<file path="src/rtl/timer_cmd_sequencer.sv">
// Timer command sequencer: expands high-level timer commands into byte/word
// reads, read-modify-write and load-strobe sequences on the timer request port.
`ifndef ADDR_W
`define ADDR_W 32
`endif
`ifndef WORD_W
`define WORD_W 32
`endif
`ifndef MEM_COUNT_W
`define MEM_COUNT_W 2
`endif
`ifndef MEM_COUNT_NONE
`define MEM_COUNT_NONE 2'd0
`endif
`ifndef MEM_COUNT_BYTE
`define MEM_COUNT_BYTE 2'd1
`endif
`ifndef MEM_COUNT_WORD
`define MEM_COUNT_WORD 2'd2
`endif
`ifndef MEM_CODE_W
`define MEM_CODE_W 2
`endif

module timer_cmd_sequencer #(
   parameter int                ADDR_W   = `ADDR_W,
   parameter int                WORD_W   = `WORD_W,
   parameter logic [ADDR_W-1:0] TMR_BASE = '0
) (
   input  logic                    clk,
   input  logic                    reset,
   input  logic                    i_cmd_valid,
   output logic                    o_cmd_ready,
   input  logic [2:0]              i_cmd_op,
   input  logic [WORD_W-1:0]       i_cmd_arg,
   output logic                    o_rsp_valid,
   output logic [WORD_W-1:0]       o_rsp_data,
   output logic                    o_rsp_err,
   output logic [ADDR_W-1:0]       o_req_addr,
   output logic [WORD_W-1:0]       o_req_wr_data,
   output logic                    o_req_wr_en,
   output logic [`MEM_COUNT_W-1:0] o_req_count,
   input  logic [WORD_W-1:0]       i_res_rd_data,
   input  logic [`MEM_CODE_W-1:0]  i_res_code
);

   localparam logic [2:0] S_IDLE       = 3'd0;
   localparam logic [2:0] S_WR_WORD    = 3'd1;
   localparam logic [2:0] S_RD_REQ     = 3'd2;
   localparam logic [2:0] S_CAP        = 3'd3;
   localparam logic [2:0] S_WR_CTRL    = 3'd4;
   localparam logic [2:0] S_WR_RESTORE = 3'd5;
   localparam logic [2:0] S_RSP        = 3'd6;

   localparam logic [2:0] OP_START      = 3'd0;
   localparam logic [2:0] OP_STOP       = 3'd1;
   localparam logic [2:0] OP_SET_DIR    = 3'd2;
   localparam logic [2:0] OP_SET_TRIG   = 3'd3;
   localparam logic [2:0] OP_SET_THRESH = 3'd4;
   localparam logic [2:0] OP_LOAD       = 3'd5;
   localparam logic [2:0] OP_READ_COUNT = 3'd6;
   localparam logic [2:0] OP_RSV        = 3'd7;

   localparam logic [ADDR_W-1:0] ADDR_CTRL   = TMR_BASE;
   localparam logic [ADDR_W-1:0] ADDR_THRESH = TMR_BASE + ADDR_W'(4);
   localparam logic [ADDR_W-1:0] ADDR_LOAD   = TMR_BASE + ADDR_W'(8);
   localparam logic [ADDR_W-1:0] ADDR_COUNT  = TMR_BASE + ADDR_W'(8'h16);

   logic [2:0]              state_q, state_d;
   logic [2:0]              op_q, op_d;
   logic [WORD_W-1:0]       arg_q, arg_d;
   logic [WORD_W-1:0]       cap_q, cap_d;
   logic [ADDR_W-1:0]       req_addr_q, req_addr_d;
   logic [WORD_W-1:0]       req_wr_data_q, req_wr_data_d;
   logic                    req_wr_en_q, req_wr_en_d;
   logic [`MEM_COUNT_W-1:0] req_count_q, req_count_d;
   logic                    rsp_valid_q, rsp_valid_d;
   logic [WORD_W-1:0]       rsp_data_q, rsp_data_d;
   logic                    rsp_err_q, rsp_err_d;

   logic                    accept;
   logic [2:0]              op;
   logic [WORD_W-1:0]       arg;
   logic [7:0]              old_ctrl, new_ctrl;
   logic                    unused_res_code;

   assign unused_res_code = ^i_res_code;
   assign o_cmd_ready     = (state_q == S_IDLE) && !reset;
   assign accept          = i_cmd_valid && o_cmd_ready;

   // Outputs for the next cycle are built at the accept edge, so use the live op/arg then.
   always_comb begin
      op       = accept ? i_cmd_op  : op_q;
      arg      = accept ? i_cmd_arg : arg_q;
      old_ctrl = i_res_rd_data[7:0];
      case (op)
         OP_START:    new_ctrl = old_ctrl | 8'h08;
         OP_STOP:     new_ctrl = old_ctrl & 8'hF7;
         OP_SET_DIR:  new_ctrl = {old_ctrl[7:3], arg[0], old_ctrl[1:0]};
         OP_SET_TRIG: new_ctrl = {old_ctrl[7:1], arg[0]};
         default:     new_ctrl = old_ctrl ^ 8'h02;
      endcase
   end

   always_comb begin
      state_d = state_q;
      op_d    = op_q;
      arg_d   = arg_q;
      cap_d   = cap_q;
      case (state_q)
         S_IDLE: begin
            if (accept) begin
               op_d  = i_cmd_op;
               arg_d = i_cmd_arg;
               case (i_cmd_op)
                  OP_SET_THRESH, OP_LOAD: state_d = S_WR_WORD;
                  OP_RSV:                 state_d = S_RSP;
                  default:                state_d = S_RD_REQ;
               endcase
            end
         end
         S_WR_WORD:    state_d = (op_q == OP_LOAD) ? S_RD_REQ : S_RSP;
         S_RD_REQ:     state_d = S_CAP;
         S_CAP: begin
            state_d = (op_q == OP_READ_COUNT) ? S_RSP : S_WR_CTRL;
            // LOAD keeps the original byte for the restore write and the response.
            if (op_q == OP_READ_COUNT) cap_d = i_res_rd_data;
            else if (op_q == OP_LOAD)  cap_d = {{(WORD_W-8){1'b0}}, old_ctrl};
            else                       cap_d = {{(WORD_W-8){1'b0}}, new_ctrl};
         end
         S_WR_CTRL:    state_d = (op_q == OP_LOAD) ? S_WR_RESTORE : S_RSP;
         S_WR_RESTORE: state_d = S_RSP;
         default:      state_d = S_IDLE;
      endcase
   end

   always_comb begin
      req_addr_d    = '0;
      req_wr_data_d = '0;
      req_wr_en_d   = 1'b0;
      req_count_d   = `MEM_COUNT_NONE;
      rsp_valid_d   = 1'b0;
      rsp_data_d    = '0;
      rsp_err_d     = 1'b0;
      case (state_d)
         S_WR_WORD: begin
            req_addr_d    = (op == OP_LOAD) ? ADDR_LOAD : ADDR_THRESH;
            req_wr_data_d = arg;
            req_wr_en_d   = 1'b1;
            req_count_d   = `MEM_COUNT_WORD;
         end
         S_RD_REQ: begin
            if (op == OP_READ_COUNT) begin
               req_addr_d  = ADDR_COUNT;
               req_count_d = `MEM_COUNT_WORD;
            end else begin
               req_addr_d  = ADDR_CTRL;
               req_count_d = `MEM_COUNT_BYTE;
            end
         end
         S_WR_CTRL: begin
            req_addr_d    = ADDR_CTRL;
            req_wr_data_d = {{(WORD_W-8){1'b0}}, new_ctrl};
            req_wr_en_d   = 1'b1;
            req_count_d   = `MEM_COUNT_BYTE;
         end
         S_WR_RESTORE: begin
            req_addr_d    = ADDR_CTRL;
            req_wr_data_d = cap_q;
            req_wr_en_d   = 1'b1;
            req_count_d   = `MEM_COUNT_BYTE;
         end
         S_RSP: begin
            rsp_valid_d = 1'b1;
            case (op)
               OP_RSV:        rsp_err_d  = 1'b1;
               OP_SET_THRESH: rsp_data_d = '0;
               default:       rsp_data_d = cap_d;
            endcase
         end
         default: ;
      endcase
   end

   always_ff @(posedge clk) begin
      if (reset) begin
         state_q       <= S_IDLE;
         op_q          <= '0;
         arg_q         <= '0;
         cap_q         <= '0;
         req_addr_q    <= '0;
         req_wr_data_q <= '0;
         req_wr_en_q   <= 1'b0;
         req_count_q   <= `MEM_COUNT_NONE;
         rsp_valid_q   <= 1'b0;
         rsp_data_q    <= '0;
         rsp_err_q     <= 1'b0;
      end else begin
         state_q       <= state_d;
         op_q          <= op_d;
         arg_q         <= arg_d;
         cap_q         <= cap_d;
         req_addr_q    <= req_addr_d;
         req_wr_data_q <= req_wr_data_d;
         req_wr_en_q   <= req_wr_en_d;
         req_count_q   <= req_count_d;
         rsp_valid_q   <= rsp_valid_d;
         rsp_data_q    <= rsp_data_d;
         rsp_err_q     <= rsp_err_d;
      end
   end

   assign o_req_addr    = req_addr_q;
   assign o_req_wr_data = req_wr_data_q;
   assign o_req_wr_en   = req_wr_en_q;
   assign o_req_count   = req_count_q;
   assign o_rsp_valid   = rsp_valid_q;
   assign o_rsp_data    = rsp_data_q;
   assign o_rsp_err     = rsp_err_q;

endmodule

</file>
<file path="config.mk">
export PLATFORM = sky130hd
export DESIGN_NAME = timer_cmd_sequencer
export DESIGN_NICKNAME = d
export VERILOG_FILES = /design/src/rtl/timer_cmd_sequencer.sv
export SDC_FILE = /design/constraint.sdc
export NUM_CORES = 1
export LEC_CHECK = 0
export ABC_AREA = 0
export BUFFER_PORTS_ARGS = -buffer_cell sky130_fd_sc_hd__buf_2
export CORE_UTILIZATION = 47
export DETAILED_ROUTE_END_ITERATION = 6
export PLACE_DENSITY = 0.76
export SETUP_SLACK_MARGIN = 0.02
export SYNTH_ARGS = -nofsm -noshare
export SYNTH_HDL_FRONTEND = slang
export SYNTH_SLANG_ARGS = --single-unit
</file>
<file path="constraint.sdc">
create_clock -name clk -period 2.44 [get_ports clk]
set_clock_uncertainty 0.1 [all_clocks]
set_input_delay 0.122 -clock clk [delete_from_list [all_inputs] [get_ports clk]]
set_output_delay 0.122 -clock clk [all_outputs]
set_load 0.03 [all_outputs]
</file>
==> results of run 1 <==
## worst min path at each step
stage                        from                      endpoint
floorplan             i_cmd_op[0]      o_req_addr[2]$_SDFF_PP0_
global placement    i_cmd_arg[21]  o_req_wr_data[21]$_SDFF_PP0_
detailed placement  i_cmd_arg[11]  o_req_wr_data[11]$_SDFF_PP0_
CTS                  i_cmd_arg[3]   o_req_wr_data[3]$_SDFF_PP0_
global route         i_cmd_arg[3]   o_req_wr_data[3]$_SDFF_PP0_
finish               i_cmd_arg[3]   o_req_wr_data[3]$_SDFF_PP0_
## layer usage
| layer | vias to the layer above | routed length, um | part of all wire, % | GRT usage, % |
|---|---|---|---|---|
| met5 | - | 0 | 0 | 0 |
| met4 | 0 | 452 | 3.9 | 12.4 |
| met3 | 39 | 706 | 6.0 | 4.62 |
| met2 | 193 | 5880 | 50 | 43.9 |
| met1 | 1884 | 4680 | 40 | 30.0 |
| li1 | 1912 | - | - | - |
## repair_timing
item                                    in CTS  in global routing
hold endpoints to repair                    91                  0
endpoints found under the setup margin       0                 12
resized for setup                            0                  1
hold buffers                                61                  0
## state kept, by name, indices dropped and copies added, names as in the netlist
| register | cells |
|---|---|
| cap_q | 32 |
| o_req_wr_data | 32 |
| o_rsp_data | 32 |
| o_req_addr | 3 |
| op_q | 3 |
| state_q | 3 |
| o_req_count | 2 |
| arg_q | 1 |
| o_req_wr_en | 1 |
| o_rsp_err | 1 |
| o_rsp_valid | 1 |
## cells by family after synthesis
logic type / after synthesis
simple gates: 159
flops: 111
compound gates: 102
buf+inv: 74
mux: 4
xor+xnor: 3
other cells: 1
## power by group
group / total [mW] / switching, mW / internal (mW)
clock: 1.07 / 0.672 / 0.402
sequential: 1.92 / 0.0490 / 1.87
combinational: 0.869 / 0.517 / 0.352
## layout by cell type, fill, tap and decap left out, drive strengths merged, types with 3 or more instances in the layout
cell type,instances
or3,4
dfxtp,111
o21ai,8
a21oi,15
or2,3
nor4,5
buf,166
inv,10
nor3,4
a211oi,4
dlygate4sd3,61
nand3b,4
mux2i,4
clkbuf,9
clkinv,3
and3,3
conb,28
a22oi,52
a222oi,4
and2,6
nor2,103
nand2,15
## final cells by class
class | instances | area, um^2 | share of cell area [%]
Antenna cell | 1 | 2.50 | 0.0433
Tap cell | 108 | 135 | 2.34
Multi-Input combinational cell | 296 | 1690 | 29.3
Sequential cell | 111 | 2220 | 38.4
Clock buffer | 9 | 124 | 2.14
Timing Repair Buffer | 227 | 1510 | 26.1
Clock inverter | 7 | 72.6 | 1.26
Inverter | 6 | 22.5 | 0.390
## worst max-delay path, cell delays in order (launching register included)
cell and delay, ps:
dfxtp_1 400, or4b_4 610, buf_4 190, nor4_1 290, o21ai_0 130, a221o_1 350
nor2_1 100
==> run_results.csv, run 1 <==
group,metric,value,unit
run_status,status,"finished clean",
logic_synthesis,synth-async-reset-ratio,0,%
grt,antenna_found_initial,1,
worst_setup_path,cp-startpoint,"state_q[0]$_SDFF_PP0_",
logic_synthesis,synth_common_cells,"111 x dfxtp_1, 95 x nor2_1, 52 x a22oi_1, 32 x clkbuf_1, 29 x buf_4",
cts,clk_latency,380,ps
floorplan,rows,34,
floorplan,die_w,96.7,um
cts,cts_sinks,111,
flow_run,maxCapViolations,0,
sta,slew-limit-headroom,54.7,%
grt,grt_pass1_wl,19.2,mm
place,io_buffer_count,143,
finish,design_area,5780,um^2
logic_synthesis,synth_simple_gate_area_share,18.1,%
sta,fmaxAchievable,448,MHz
finish,fin_cells,765,
sta,rsz0062_at_grt,"no",
routing,viasPerCell,5.27,
finish,area_growth,37.3,%
sta,worstMarginPinSlew,662,ps
cts,cts_tree,"done",
logic_synthesis,ys_top_cells_by_area,"dfxtp_1 53%, a22oi_1 9.3%, nor2_1 8.5%, buf_4 5.2%, clkbuf_1 2.9%",
grt,grt_pass1_vias,4012,
floorplan,core-area,8680,um^2
grt,grt_usage,25.3,%
routing,num_vias,4028,
routing,remaining_drc_errors,0,
sta,fin_crit_sh,91.5,%
logic_synthesis,ys_types,56,
place,dpl.cell_count,687,
grt,grt_max_degree,58,
logic_synthesis,synth_top_family_by_area,"simple AND/OR/NAND/NOR gates",
floorplan,dieArea,9340,um^2
finish,drive_gt1_share,30.5,%
pwr,p_per_area,668,nW/um^2
sta,finalHoldViolations,0,
logic_synthesis,synth_area_per_cell,9.28,um^2
routing,routedWlPerCell,15.3,um
grt,grt_overflow_total,0,
finish,fin_util,66.6,%
place,dp.final_hpwl,7.54,mm
logic_synthesis,seq_area_frac_synth,52.8,%
place,place.gp.congestion,0.885,
worst_setup_path,worstSetupPathType,"flip-flop to flip-flop",
place,postPlaceCellArea,4970,um^2
sta,fin_crit,2230,ps
logic_synthesis,post-synth-top-count-cell,"dfxtp_1",
logic_synthesis,synth_xor_area_share,0.624,%
logic_synthesis,synth_compound_area_share,17.7,%
sta,finalSetupTns,0,ps
hold_path,hold_depth,3,
worst_setup_path,path_max_fanout,8,
pwr,power.leakage,2.59,nW
floorplan,ios,174,
pwr,finalPower,3.86,mW
routing,drtPass1Iterations,5,
cts,cts_buffers,9,
place,dp_slack,132,ps
finish,fill_cells,703,
finish,nNetsFinal,723,
logic_synthesis,netlist_instances,454,
cts,htree_levels,3,
floorplan,start_util,48.5,%
worst_setup_path,rrSetupSlack,210,ps
floorplan,die_h,96.7,um
cts,cts_buffer_depth,2,
logic_synthesis,ys_warn_count,0,
routing,antenna_left,0,
logic_synthesis,yosys.area.top_type,"dfxtp_1",
routing,routed_wl,11.7,mm
logic_synthesis,synth_seq_cells,111,
sta,setup_ws,208,ps
logic_synthesis,synth_ff_type,"dfxtp_1",
worst_setup_path,cp.required,2640,ps
worst_setup_path,worstReg2RegStart,"state_q[0]$_SDFF_PP0_",
logic_synthesis,synth.area.mux_share,0.951,%
logic_synthesis,synth_fa_ha_area_share,0,%
routing,initialDrtViolationCount,330,
sta,drv_slew,0,
cts,clkSlewWorstSetupHoldPaths,100,ps
logic_synthesis,synth_top_area_share,52.8,%
worst_setup_path,arrival,2430,ps
logic_synthesis,netlist_area,4210,um^2
cts,cts-root-buf,"clkbuf_8",
worst_setup_path,start_kind,"flip-flop",
pwr,ir_worst_vdd,0.353,mV
worst_setup_path,crit_end,"o_rsp_data[2]$_SDFF_PP0_",
worst_setup_path,cp-end-kind,"flip-flop",
worst_setup_path,r2r-end,"o_rsp_data[2]$_SDFF_PP0_",
logic_synthesis,synth_edf_count,0,
sta,finalSetupViolCount,0,
hold_path,hold_path_class,"primary input to flip-flop",
cts,post_cts_buffers,0,
sta,hold_slack,10.7,ps
worst_setup_path,rr_worst_depth,6,
(Power assumes the default switching activity.)
==> run 2: changes to the inputs <==
Settings changed: PLACE_DENSITY 0.76 to 0.87.
==> run 2 against run 1 <==
  * Final cell count is 0.92% lower
  * Register-to-register slack got worse by 20 ps
  * Sequential power is essentially flat
  * Clock-buffer cell count rose by 1
  * Non-clock buffer count fell by 6
  * Sequential share of layout area is 0.23 points higher
  * Total power shrank 0.59%
  * Clock power hardly changed
  * Sequential cell count unchanged
  * Critical path type unchanged
  * Largest power group unchanged
==> run_results.csv, run 2 (synthesis results as in run 1) <==
group,metric,value,unit
grt,grt_overflow_total,0,
worst_setup_path,start_kind,"flip-flop",
finish,drive_gt1_share,29.7,%
grt,grt_max_degree,42,
routing,routedWlPerCell,16.3,um
finish,area_growth,36.5,%
grt,grt_usage,26.3,%
worst_setup_path,path_max_fanout,8,
pwr,power.leakage,2.56,nW
routing,num_vias,4063,
grt,grt_pass1_wl,19.7,mm
cts,cts_buffer_depth,2,
finish,fin_cells,758,
floorplan,die_w,96.7,um
cts,htree_levels,3,
sta,finalHoldViolations,0,
worst_setup_path,arrival,2440,ps
worst_setup_path,cp_top_family,"simple AND/OR/NAND/NOR gates",
hold_path,hold_path_class,"primary input to flip-flop",
sta,hold_slack,13.5,ps
sta,slew-limit-headroom,53.3,%
floorplan,die_h,96.7,um
place,io_buffer_count,143,
worst_setup_path,crit_chain,"or4b_4, buf_4, nor4_1, nor3_1, or3_1, a21oi_1",
sta,rsz0062_at_grt,"no",
cts,clk_latency,370,ps
pwr,ir_worst_vdd,0.513,mV
sta,worstMarginPinSlew,683,ps
finish,diodes,0,
routing,routed_wl,12.3,mm
worst_setup_path,cp.buffers_inverters,1,
grt,grt_pass1_vias,4111,
grt,antenna_found_initial,1,
run_status,status,"finished clean",
finish,layout_common_cells,"143 x buf_2, 111 x dfxtp_1, 94 x nor2_1",
cts,cts_sinks,111,
finish,final_common_cell,"buf_2",
sta,fin_crit,2250,ps
sta,finalSetupTns,0,ps
cts,cts_buffers,9,
routing,drtPass1Iterations,5,
sta,finalSetupViolCount,0,
cts,clkSlewWorstSetupHoldPaths,100,ps
floorplan,start_util,48.5,%
floorplan,ios,174,
place,place.gp.congestion,0.881,
floorplan,core-area,8680,um^2
sta,fin_crit_sh,92.2,%
cts,cts-root-buf,"clkbuf_8",
routing,antenna_left,0,
worst_setup_path,cp.required,2630,ps
place,dpl.cell_count,680,
flow_run,maxCapViolations,0,
cts,cts_tree,"done",
sta,fmaxAchievable,445,MHz
finish,nNetsFinal,717,
routing,viasPerCell,5.36,
routing,initialDrtViolationCount,255,
routing,remaining_drc_errors,0,
worst_setup_path,worstSetupPathType,"flip-flop to flip-flop",
place,dp.final_hpwl,7.47,mm
worst_setup_path,critical-path-max-stage-delay,620,ps
worst_setup_path,cp-end-kind,"flip-flop",
floorplan,dieArea,9340,um^2
floorplan,rows,34,
worst_setup_path,rrSetupSlack,190,ps
sta,drv_slew,0,
worst_setup_path,crit_slowest_cell,"or4b_4",
pwr,p_per_area,668,nW/um^2
[run 2: cell type report]
class | count | area (um^2)
clock buffer | 10 | 128
timing repair buffer | 221 | 1480
inverter | 6 | 22.5
clock inverter | 6 | 60.1
tap | 108 | 135
fill | 697 | 2930
sequential | 111 | 2220
multi-input combinational | 296 | 1700
[run 2: routing by layer]
metal | vias up | GRT usage, % | part of all wire, %
met2 | 201 | 47.7 | 52
met1 | 1934 | 29.7 | 39
li1 | 1893 | - | -
met3 | 35 | 4.19 | 5.5
met5 | - | 0 | 0
met4 | 0 | 13.0 | 3.4
[run 2: final timing paths]
check	startpoint	end	cells after the start
worst max register to register	state_q[0]$_SDFF_PP0_	o_req_wr_data[2]$_SDFF_PP0_	6
worst max-delay path	state_q[0]$_SDFF_PP0_	o_req_wr_data[2]$_SDFF_PP0_	6
worst min-delay path	i_cmd_arg[3]	o_req_wr_data[3]$_SDFF_PP0_	3
worst min register to register	arg_q[0]$_SDFFE_PP0P_	arg_q[0]$_SDFFE_PP0P_	2
[run 2: timing repair]
action | 4_1_cts | 5_1_grt
hold buffers | 62 | 0
setup buffers | 0 | 0
gates resized for setup | 0 | 3
endpoints found under the setup margin | 0 | 11
hold endpoints to repair | 93 | 0
[run 2: tightest hold or removal path: cells and delay by family]
kind | cells | cell delay, ps
buffers and inverters | 1 | 70
AO/OA/AOI/OAI | 2 | 220
[run 2: report_power, final]
| group | internal [mW] | switching, mW |
|---|---|---|
| logic | 0.338 | 0.513 |
| registers | 1.87 | 0.0554 |
| clock network | 0.404 | 0.660 |
[run 2: metrics by stage]
stage               setup WS (ps)  power, mW  util (%)  instance area, um^2
floorplan                     267       2.52         -                 4320
global placement              157       2.69      56.8                 4930
detailed placement            121       2.71      56.8                 4930
CTS                          94.1       3.83      66.1                 5740
global route                 78.5       4.00      66.2                 5750
finish                        191       3.84      66.2                 5750
==> run 3: changes to the inputs <==
Settings changed: PLACE_DENSITY 0.87 to unset, PLACE_DENSITY_LB_ADDON set to 0.3.
==> run 3 against run 2 <==
  * Via count down 1.8%
  * Clock power is 4% higher
  * Sequential share of layout area shrank 0.17 points
  * Critical path type unchanged
  * Largest cell class unchanged
  * Critical path depth unchanged
  * Total power is 0.67% higher
  * Critical endpoint is now o_rsp_data[2]$_SDFF_PP0_
  * Clock-buffer cell count fell by 1
  * Non-clock buffer count increased by 1
  * First-iteration DRC count fell by 25%
==> run_results.csv, run 3 (synthesis results as in run 1) <==
group,metric,value,unit
worst_setup_path,arrival,2440,ps
floorplan,dieArea,9340,um^2
routing,initialDrtViolationCount,191,
finish,fill_cells,688,
pwr,p_per_area,670,nW/um^2
cts,cts-root-buf,"clkbuf_8",
worst_setup_path,crit_slowest_cell,"or4b_1",
run_status,status,"finished clean",
finish,layout_common_cells,"143 x buf_2, 111 x dfxtp_1, 94 x nor2_1",
worst_setup_path,crit_chain,"or4b_1, buf_4, nor4_1, o21ai_0, a221o_1, nor2_1",
worst_setup_path,cp_top_family,"simple AND/OR/NAND/NOR gates",
sta,finalSetupViolCount,0,
pwr,pwr-share-clk,28.5,%
worst_setup_path,cp.buffers_inverters,1,
place,dpl.cell_count,681,
worst_setup_path,critical-path-max-stage-delay,570,ps
finish,drive_gt1_share,29.8,%
cts,cts_tree,"done",
finish,area_growth,37.0,%
place,postPlaceCellArea,4940,um^2
pwr,power_frac_comb,21.4,%
grt,antenna_found_initial,0,
pwr,p_seq_share,50.1,%
routing,viasPerCell,5.26,
flow_run,maxCapViolations,0,
finish,nNetsFinal,718,
grt,grt_pass1_wl,18.4,mm
sta,drv_slew,0,
finish,final_common_cell,"buf_2",
grt,grt_overflow_total,0,
cts,cts_buffers,9,
floorplan,die_w,96.7,um
finish,diodes,0,
pwr,switching_share,32.4,%
sta,fin_crit_sh,91.8,%
routing,num_vias,3989,
grt,grt_max_degree,41,
floorplan,die_h,96.7,um
sta,worstMarginPinSlew,539,ps
finish,fin_cells,759,
cts,clkSlewWorstSetupHoldPaths,110,ps
cts,post_cts_buffers,0,
pwr,power.leakage,2.56,nW
routing,routedWlPerCell,15.2,um
routing,antenna_left,0,
floorplan,ios,174,
hold_path,hold_path_class,"primary input to flip-flop",
pwr,ir_worst_vdd,0.427,mV
worst_setup_path,cp.required,2640,ps
worst_setup_path,path_max_fanout,12,
floorplan,rows,34,
routing,drtPass1Iterations,5,
place,place.gp.congestion,0.869,
cts,cts_buffer_depth,2,
routing,routed_wl,11.5,mm
floorplan,core-area,8680,um^2
pwr,p_sw,1.25,mW
cts,cts_sinks,111,
place,dp.final_hpwl,7.14,mm
routing,remaining_drc_errors,0,
sta,fin_crit,2240,ps
worst_setup_path,start_kind,"flip-flop",
floorplan,start_util,48.5,%
finish,design_area,5770,um^2
grt,grt_pass1_vias,3747,
pwr,finalPower,3.86,mW
cts,htree_levels,3,
grt,grt_usage,24.3,%
worst_setup_path,worstSetupPathType,"flip-flop to flip-flop",
sta,slew-limit-headroom,64.0,%
sta,rsz0062_at_grt,"no",
sta,finalSetupTns,0,ps
sta,fmaxAchievable,446,MHz
sta,finalHoldViolations,0,
place,io_buffer_count,143,
cts,clk_latency,370,ps
pwr,intPower,2.61,mW
worst_setup_path,cp-end-kind,"flip-flop",
run 3: path summary, 6_finish.rpt:
path	startpoint	endpoint	slack, ps	cells after the start
worst max-delay path	state_q[2]$_SDFF_PP0_	o_rsp_data[2]$_SDFF_PP0_	200	6
worst min-delay path	i_res_rd_data[1]	o_rsp_data[1]$_SDFF_PP0_	30	3
worst max register to register	state_q[2]$_SDFF_PP0_	o_rsp_data[2]$_SDFF_PP0_	200	6
worst min register to register	arg_q[0]$_SDFFE_PP0P_	arg_q[0]$_SDFFE_PP0P_	390	2
run 3: timing repair:
action                                  in CTS  in global routing
resized for setup                            0                  3
hold buffers                                62                  0
endpoints found under the hold margin       93                  0
endpoints found under the setup margin       0                  6
run 3: area by class of cell:
type	count	area [um^2]	share of cell area (%)
sequential	111	2220	38.5
multi-input combinational	296	1700	29.4
timing repair buffer	222	1490	25.8
tap	108	135	2.34
clock buffer	9	124	2.15
clock inverter	7	83.8	1.45
inverter	6	22.5	0.390
run 3: tightest hold or removal path, cell delays in order:
cell	delay, ps
buf_2	120
xnor2_1	140
a211oi_1	70
run 3: metal layers:
layer / vias up / global-route usage [%] / wire [um]
li1: 1901 / - / -
met1: 1903 / 30.0 / 4790
met2: 165 / 42.4 / 5940
met3: 20 / 4.41 / 583
met4: 0 / 8.27 / 216
met5: - / 0 / 0
run 3: power groups by stage:
stage          clock network, mW  registers [mW]  logic (mW)
6_report                    1.10            1.94       0.827
5_1_grt                     1.20            1.94       0.891
2_1_floorplan                  0            1.99       0.530
3_3_place_gp                   0            1.97       0.725
4_1_cts                     1.12            1.93       0.812
3_5_place_dp                   0            1.97       0.732
run 3: stage by stage:
stage	setup slack [ps]	util [%]	hold slack, ps
final	199	66.5	33.9
after global routing	47.6	66.5	45.0
after CTS	176	66.4	17.9
after detailed placement	211	56.9	265
after global placement	252	56.9	260
after floorplan	267	-	94.4
